### config.mk
export PLATFORM = sky130hd
export DESIGN_NAME = alarm_controller
export DESIGN_NICKNAME = d
export VERILOG_FILES = /design/src/rtl/alarm_pkg.sv /design/src/rtl/alarm_sec_timer.sv /design/src/rtl/alarm_controller.sv
export SDC_FILE = /design/constraint.sdc
export NUM_CORES = 1
export LEC_CHECK = 0
export CAP_MARGIN = 10
export CORE_UTILIZATION = 40
export DETAILED_ROUTE_END_ITERATION = 16
export HOLD_SLACK_MARGIN = 0.03
export PLACE_DENSITY = 0.74
export SYNTH_ARGS = -nofsm -noshare
export SYNTH_HDL_FRONTEND = slang
export SYNTH_SLANG_ARGS = --single-unit
### constraint.sdc
create_clock -name clk -period 3.2 [get_ports clk]
set_clock_uncertainty 0.15 [all_clocks]
set_input_delay 0.48 -clock clk [delete_from_list [all_inputs] [get_ports clk]]
set_output_delay 0.48 -clock clk [all_outputs]
set_load 0.02 [all_outputs]
### src/rtl/alarm_pkg.sv
// rtl/alarm_pkg.sv - shared state codes and widths for the alarm controller
package alarm_pkg;

    typedef enum logic [1:0] {
        ST_DISARMED = 2'd0,
        ST_ARMED    = 2'd1,
        ST_RINGING  = 2'd2,
        ST_SNOOZE   = 2'd3
    } alarm_state_t;

    // Time is six packed BCD digits: hh:mm:ss
    localparam int BCD_DIGIT_W = 4;
    localparam int BCD_TIME_W  = 6 * BCD_DIGIT_W;

    localparam int TIMER_W     = 10;
    localparam int SNZ_W       = 3;

endpackage

### src/rtl/alarm_sec_timer.sv
// rtl/alarm_sec_timer.sv - loadable 10-bit seconds counter, up/down, saturating
module alarm_sec_timer
    import alarm_pkg::*;
(
    input  logic               clk,
    input  logic               rst_n,
    input  logic               load,
    input  logic [TIMER_W-1:0] load_val,
    input  logic               tick,
    input  logic               count_up,
    input  logic [TIMER_W-1:0] limit,
    output logic [TIMER_W-1:0] count
);

    logic [TIMER_W-1:0] count_q, count_d;

    // Load wins over tick; counting up stops at limit, counting down stops at 0
    always_comb begin
        count_d = count_q;
        if (load) begin
            count_d = load_val;
        end else if (tick) begin
            if (count_up) begin
                if (count_q < limit) count_d = count_q + 1'b1;
            end else begin
                if (count_q != '0) count_d = count_q - 1'b1;
            end
        end
    end

    // Counter register
    always_ff @(posedge clk or negedge rst_n) begin
        if (!rst_n) count_q <= '0;
        else        count_q <= count_d;
    end

    assign count = count_q;

endmodule

### src/rtl/alarm_controller.sv
// rtl/alarm_controller.sv - alarm clock arm/ring/snooze controller
module alarm_controller
    import alarm_pkg::*;
#(
    parameter int SNOOZE_SEC       = 300,
    parameter int RING_TIMEOUT_SEC = 60,
    parameter int MAX_SNOOZES      = 3
) (
    input  logic                  clk,
    input  logic                  reset,
    input  logic                  sec_tick,
    input  logic                  settime,
    input  logic                  arm_key,
    input  logic                  snooze_key,
    input  logic                  stop_key,
    input  logic [BCD_TIME_W-1:0] cur_time,
    input  logic [BCD_TIME_W-1:0] alarm_time,
    output logic [1:0]            state,
    output logic                  armed,
    output logic                  ringing,
    output logic                  buzzer,
    output logic [SNZ_W-1:0]      snoozes_left
);

    localparam logic [TIMER_W-1:0] RING_LIMIT = TIMER_W'(RING_TIMEOUT_SEC);
    localparam logic [TIMER_W-1:0] SNZ_LOAD   = TIMER_W'(SNOOZE_SEC);
    localparam logic [SNZ_W-1:0]   SNZ_MAX    = SNZ_W'(MAX_SNOOZES);

    alarm_state_t       state_q, state_d;
    logic [SNZ_W-1:0]   snoozes_q, snoozes_d;
    logic               buzzer_q, buzzer_d;
    logic               match_q, match_d;
    logic               alarm_event;
    logic               ring_clr, snz_load;
    logic               ring_expire, snz_expire;
    logic [TIMER_W-1:0] ring_cnt, snz_cnt;

    assign match_d     = (cur_time == alarm_time) && !settime;
    assign alarm_event = match_d && !match_q;
    // The tick that brings the ring timer to the limit ends the ring
    assign ring_expire = sec_tick && (ring_cnt >= RING_LIMIT - 1'b1);
    assign snz_expire  = sec_tick && (snz_cnt <= TIMER_W'(1));

    alarm_sec_timer u_ring_timer (
        .clk      (clk),
        .rst_n    (reset),
        .load     (ring_clr),
        .load_val ('0),
        .tick     (sec_tick && (state_q == ST_RINGING)),
        .count_up (1'b1),
        .limit    (RING_LIMIT),
        .count    (ring_cnt)
    );

    alarm_sec_timer u_snooze_timer (
        .clk      (clk),
        .rst_n    (reset),
        .load     (snz_load),
        .load_val (SNZ_LOAD),
        .tick     (sec_tick && (state_q == ST_SNOOZE)),
        .count_up (1'b0),
        .limit    ('0),
        .count    (snz_cnt)
    );

    // Next state, snooze budget and buzzer; branch order encodes key priority
    always_comb begin
        state_d   = state_q;
        snoozes_d = snoozes_q;
        buzzer_d  = 1'b0;
        ring_clr  = 1'b0;
        snz_load  = 1'b0;
        case (state_q)
            ST_DISARMED: begin
                if (arm_key) begin
                    state_d   = ST_ARMED;
                    snoozes_d = SNZ_MAX;
                end
            end
            ST_ARMED: begin
                if (arm_key) begin
                    state_d = ST_DISARMED;
                end else if (alarm_event) begin
                    state_d  = ST_RINGING;
                    ring_clr = 1'b1;
                    buzzer_d = 1'b1;
                end
            end
            ST_RINGING: begin
                buzzer_d = sec_tick ? ~buzzer_q : buzzer_q;
                if (arm_key) begin
                    state_d  = ST_DISARMED;
                    buzzer_d = 1'b0;
                end else if (stop_key) begin
                    state_d   = ST_ARMED;
                    snoozes_d = SNZ_MAX;
                    buzzer_d  = 1'b0;
                end else if (snooze_key && (snoozes_q != '0)) begin
                    state_d   = ST_SNOOZE;
                    snoozes_d = snoozes_q - 1'b1;
                    snz_load  = 1'b1;
                    buzzer_d  = 1'b0;
                end else if (ring_expire) begin
                    state_d   = ST_ARMED;
                    snoozes_d = SNZ_MAX;
                    buzzer_d  = 1'b0;
                end
            end
            ST_SNOOZE: begin
                if (arm_key) begin
                    state_d = ST_DISARMED;
                end else if (stop_key) begin
                    state_d   = ST_ARMED;
                    snoozes_d = SNZ_MAX;
                end else if (snz_expire) begin
                    state_d  = ST_RINGING;
                    ring_clr = 1'b1;
                    buzzer_d = 1'b1;
                end
            end
            default: state_d = ST_DISARMED;
        endcase
    end

    // State and match-edge registers
    always_ff @(posedge clk or negedge reset) begin
        if (!reset) begin
            state_q   <= ST_DISARMED;
            snoozes_q <= '0;
            buzzer_q  <= 1'b0;
            match_q   <= 1'b0;
        end else begin
            state_q   <= state_d;
            snoozes_q <= snoozes_d;
            buzzer_q  <= buzzer_d;
            match_q   <= match_d;
        end
    end

    assign state        = state_q;
    assign armed        = (state_q != ST_DISARMED);
    assign ringing      = (state_q == ST_RINGING);
    assign buzzer       = buzzer_q;
    assign snoozes_left = snoozes_q;

endmodule

==> results of run 1 <==
[state kept, by name, indices dropped and copies added (netlist names)]
name / cells
u_ring_timer.count: 10
u_snooze_timer.count: 10
snoozes_left: 3
state: 2
buzzer: 1
match_q: 1
[worst max path at each step]
stage / from / end / slack [ns] / cells past startpoint
6_report: u_snooze_timer.count[4]$_DFFE_PN0P_ / buzzer$_DFFE_PN0P_ / 0.78 / 4
5_1_grt: u_snooze_timer.count[4]$_DFFE_PN0P_ / u_snooze_timer.count[7]$_DFFE_PN0P_ / 0.69 / 5
4_1_cts: u_snooze_timer.count[4]$_DFFE_PN0P_ / buzzer$_DFFE_PN0P_ / 0.78 / 4
3_5_place_dp: alarm_time[12] / state[1]$_DFFE_PN0P_ / 0.58 / 6
3_3_place_gp: alarm_time[12] / buzzer$_DFFE_PN0P_ / 0.57 / 6
2_1_floorplan: state[0]$_DFFE_PN0P_ / u_ring_timer.count[3]$_DFFE_PN0P_ / 0.98 / 7
[area by class of cell]
class / count / area (um2)
inverter: 11 / 41.3
clock buffer: 4 / 45.0
timing repair buffer: 63 / 628
sequential: 27 / 676
multi-input combinational: 130 / 923
tap: 50 / 62.6
fill: 369 / 1620
[kinds of logic (layout without fill, tap and decap cells)]
group / count (synthesis) / in the layout / share of synthesized area
buf+inv: 15 / 78 / 0.0427
simple gates: 68 / 68 / 0.212
xor+xnor: 35 / 35 / 0.184
flops: 27 / 27 / 0.404
fa+ha+maj: 5 / 5 / 0.0375
mux: 1 / 1 / 0.00599
compound gates: 21 / 21 / 0.114
[worst max-delay path, cell delays in order (launching register included)]
cell and delay (ns):
dfrtp_1 0.43, or4_1 0.67, or4_4 0.61, o32ai_4 0.28
o32a_2 0.22
[report_power, final]
group | internal (mW) | switching [mW] | total [mW]
Clock | 0.0892 | 0.103 | 0.192
Sequential | 0.429 | 0.0925 | 0.522
Combinational | 0.241 | 0.238 | 0.479
Total | 0.760 | 0.433 | 1.19
[per-layer routing]
layer,up-vias,track usage
met5,-,0
met4,0,0.0585
met3,5,0.0411
met2,55,0.290
met1,680,0.214
li1,718,-
[per-stage QoR]
step                cell area, um2  setup WS [ns]  utilization
detailed placement            2330          0.580        0.583
finish                        2380          0.780        0.594
CTS                           2380          0.776        0.594
global placement              2330          0.570        0.583
global route                  2380          0.687        0.594
floorplan                     1670          0.983            -
[layout by cell type, fill, tap and decap left out, types with 2 or more instances in the layout]
| master | count |
|---|---|
| and4_1 | 2 |
| xnor2_1 | 8 |
| nor4_1 | 7 |
| nand2_1 | 11 |
| nor2_1 | 21 |
| inv_1 | 11 |
| nand4_1 | 3 |
| or2_2 | 2 |
| dfrtp_1 | 27 |
| clkbuf_8 | 3 |
| nand3b_1 | 2 |
| xor2_1 | 27 |
| nor3_1 | 4 |
| clkdlybuf4s50_1 | 62 |
| nor2b_1 | 3 |
| nand3_1 | 5 |
| a21oi_1 | 2 |
| o21ai_0 | 5 |
| ha_1 | 5 |
| o2111ai_1 | 2 |
==> results.cfg, run 1 <==
[logic_synthesis]
synthTopCellsByCount = 27 x dfrtp_1, 27 x xor2_1, 21 x nor2_1, 11 x inv_1, 11 x nand2_1
ys_seq_area_frac = 0.404
synth_edf_count = 0
synthFlopType = dfrtp_1
synth_nets = 232
async_reset_ff_frac = 1.00
synth.distinct_cells = 43
synth.avg_cell_area_um2 = 9.71
netlist_area_um2 = 1670
ys_ff_latch = 27
yosys.area.top_type = dfrtp_1
yosysWarnings = 0
yosys.area.top_type_share = 0.404
synthTopCellsByArea = dfrtp_1 40%, xor2_1 14%, nor2_1 4.7%
syn_inst = 172

[floorplanning]
std_cell_rows = 23
core_um2 = 4000
io_pins = 63
initial_core_util = 0.418
dieArea_um2 = 4440
die_y_um = 66.6
fp.dieW_um = 66.6

[global_route]
grt_pass1_wl_mm = 5.82
grt_usage = 0.172
grt.overflow.total = 0
grt_max_degree = 28
grt_pass1_vias = 1353
antenna_found_initial = 0

[timing]
tns_ns = 0
finalCritPeriodShare = 0.756
slew_headroom = 0.630
period_needed_ns = 2.42
setup_viol = 0
max_freq_mhz = 413
rsz0062_at_grt = false
worstMarginPinSlew_ns = 0.554
maxSlewViolCount = 0
hold_violations = 0
whs_ns = 0.347

[setup_path]
endpoint_kind = register
start_kind = register
path_class = reg -> reg
cp_max_fo = 11
r2r-start = u_snooze_timer.count[4]$_DFFE_PN0P_
reg2reg_setup_slack_ns = 0.78
worst-r2r-cell-count = 4
arrival_ns = 2.48
cp_data_required_time_ns = 3.26
r2r-end = buzzer$_DFFE_PN0P_

[hold_path]
min_from = u_ring_timer.count[9]$_DFFE_PN0P_
hold-path-endpoint = u_ring_timer.count[9]$_DFFE_PN0P_
hold_path_depth = 2
hp-class = reg -> reg

[detailed_routing]
drc = 0
dr_wl_met2_mm = 1.62
drt-pass1-iter-count = 4
vias_per_cell = 5.12
top_layer_used = met4
dr_wl_met3_um = 399
m1WireLength_mm = 1.64
ant_nets = 0
drt-initial-drc-count = 24
wl_mm = 3.71
via_count = 1458
avgRoutedWirePerCell_um = 13.0

[layout]
final_nets = 296
layout.cells.non_filler = 285
area_growth_pct = 42.2
drive_gt1_frac = 0.0511
diodes = 0

[placement]
place_inst = 281
routabilityCongestion = 0.771
hpwl_mm = 2.95
io_buffers = 62

[status]
outcome = finished, final reports clean

[clock_network]
post_cts_resized = 0
cts-root-buf = clkbuf_8
cts_tree = yes
clock-sinks = 27
post_cts_buffers = 0
clock_latency_ns = 0.27
cts_buffer_depth = 2
clk_pin_slew_ns = 0.09
htreeDepth = 1
cts_buffers = 3
cts_hold_buf = 0

[power_and_ir_drop]
p_per_area_nw_per_um2 = 502
irDropWorstVdd_mv = 0.356
finalPower_mw = 1.19
p_leak_nw = 1.01

[flow_run]
maxCapViolCount = 0
Note: power is estimated with default switching activity, not from simulation.
==> inputs of run 2 (changes only) <==
clock period = 2.5 ns   (was 3.2 ns; I/O delays follow)
==> run 2 against run 1 <==
- core utilization increased by 0.88 points
- flip-flop and latch count unchanged
- worst setup slack lost 0.54 ns
==> results.cfg, run 2 (synthesis results as in run 1) <==
[layout]
nFillCells = 369
post-route-util = 0.603
final_common_cell = clkdlybuf4s50_1
diodes = 0
drive_gt1_frac = 0.0630
final_nets = 299
area_growth_pct = 44.3
final_cell_mix = 62 x clkdlybuf4s50_1, 27 x xor2_1, 27 x dfrtp_1
layout.cells.non_filler = 288

[clock_network]
clock-sinks = 27
htreeDepth = 1
post_cts_resized = 0
cts_hold_buf = 0
cts-root-buf = clkbuf_8
clk_pin_slew_ns = 0.09
post_cts_buffers = 0
cts_buffer_depth = 2
clock_latency_ns = 0.27
cts_tree = yes
cts_buffers = 3

[timing]
maxSlewViolCount = 0
finalCritPeriodShare = 0.905
setup_slack_ns = 0.238
setup_viol = 0
period_needed_ns = 2.26
rsz0062_at_grt = false
hold_violations = 0
max_freq_mhz = 442
whs_ns = 0.313
slew_headroom = 0.676
worstMarginPinSlew_ns = 0.481
tns_ns = 0

[detailed_routing]
drt-initial-drc-count = 31
drt-pass1-iter-count = 4
drc = 0
vias_per_cell = 5.01
ant_nets = 0
via_count = 1443
wl_mm = 3.73
avgRoutedWirePerCell_um = 13.0

[power_and_ir_drop]
p_comb_frac = 0.410
power_switching_uw = 562
power_frac_clock = 0.160
p_per_area_nw_per_um2 = 645
p_int_uw = 994
seqPwrFrac = 0.430
p_leak_nw = 1.03
swShare = 0.361
irDropWorstVdd_mv = 0.434

[setup_path]
path_class = reg -> reg
slowest_delay_ns = 0.58
crit_chain = or4_1, buf_4, o41ai_4, nor3_1, xnor2_1, nand2_1
endpoint_kind = register
crit_buf_inv = 1
cp_data_required_time_ns = 2.50
arrival_ns = 2.27
cp_top_family = simple AND/OR/NAND/NOR gates
start_kind = register
cp_max_fo = 5
cp_slowest_cell = or4_1

[global_route]
grt_pass1_vias = 1318
grt_max_degree = 28
grt.overflow.total = 0
antenna_found_initial = 0
grt_pass1_wl_mm = 5.89
grt_usage = 0.175

[placement]
pre_cts_slack_ns = -0.0226
io_buffers = 62
routabilityCongestion = 0.747
hpwl_mm = 2.97
place_inst = 284

[status]
outcome = finished, final reports clean

[flow_run]
maxCapViolCount = 0

[floorplanning]
io_pins = 63
initial_core_util = 0.418
core_um2 = 4000
die_y_um = 66.6
fp.dieW_um = 66.6
dieArea_um2 = 4440
std_cell_rows = 23

[hold_path]
hp-class = in -> async
==> run 2: cell types whose count changed in the layout (fill, tap and decap cells not counted), sizes merged <==
cell  delta
buf      +3
==> run 2: cell type report <==
cell class,instances,area (um2),area share
flip-flops and latches,27,676,0.280
inverters,11,41.3,0.0171
clock buffers,4,45.0,0.0187
multi-input cells,130,923,0.383
repair buffers,66,663,0.275
well taps,50,62.6,0.0259
==> run 2: path summary, 6_finish.rpt <==
check                      depth (start not counted)                                 from  slack [ns]                                  end
setup / recovery                                   6  u_snooze_timer.count[4]$_DFFE_PN0P_        0.24  u_snooze_timer.count[5]$_DFFE_PN0P_
hold / removal                                     2                                reset        0.31                 state[1]$_DFFE_PN0P_
setup reg to reg                                   6  u_snooze_timer.count[4]$_DFFE_PN0P_        0.24  u_snooze_timer.count[5]$_DFFE_PN0P_
hold reg to reg                                    2    u_ring_timer.count[9]$_DFFE_PN0P_        0.35    u_ring_timer.count[9]$_DFFE_PN0P_
max in group asynchronous                          2                                reset        1.63  u_snooze_timer.count[5]$_DFFE_PN0P_
min in group clk                                   2    u_ring_timer.count[9]$_DFFE_PN0P_        0.35    u_ring_timer.count[9]$_DFFE_PN0P_
==> run 2: power groups by stage <==
stage	Combinational, mW	Clock (mW)	Sequential, mW
6_report	0.637	0.249	0.669
3_3_place_gp	0.631	0	0.673
2_1_floorplan	0.387	0	0.661
5_1_grt	0.711	0.272	0.690
3_5_place_dp	0.642	0	0.678
4_1_cts	0.646	0.257	0.670
==> run 2: through the flow <==
step | instance area, um2 | power (mW)
after floorplan | 1670 | 1.05
after global placement | 2370 | 1.30
after detailed placement | 2370 | 1.32
after CTS | 2410 | 1.57
after global routing | 2410 | 1.67
final | 2410 | 1.56
==> run 2: layer usage <==
metal	share of wire	global-route usage	up-vias
met4	0.0099	0.0505	0
li1	-	-	726
met3	0.11	0.0514	5
met1	0.44	0.215	659
met2	0.44	0.294	53
met5	0	0	-
==> inputs of run 3 (changes only) <==
CAP_MARGIN = 0   (was 10)
==> results of run 3 <==
Final layout, timing and power as in run 2 (identical DEF).
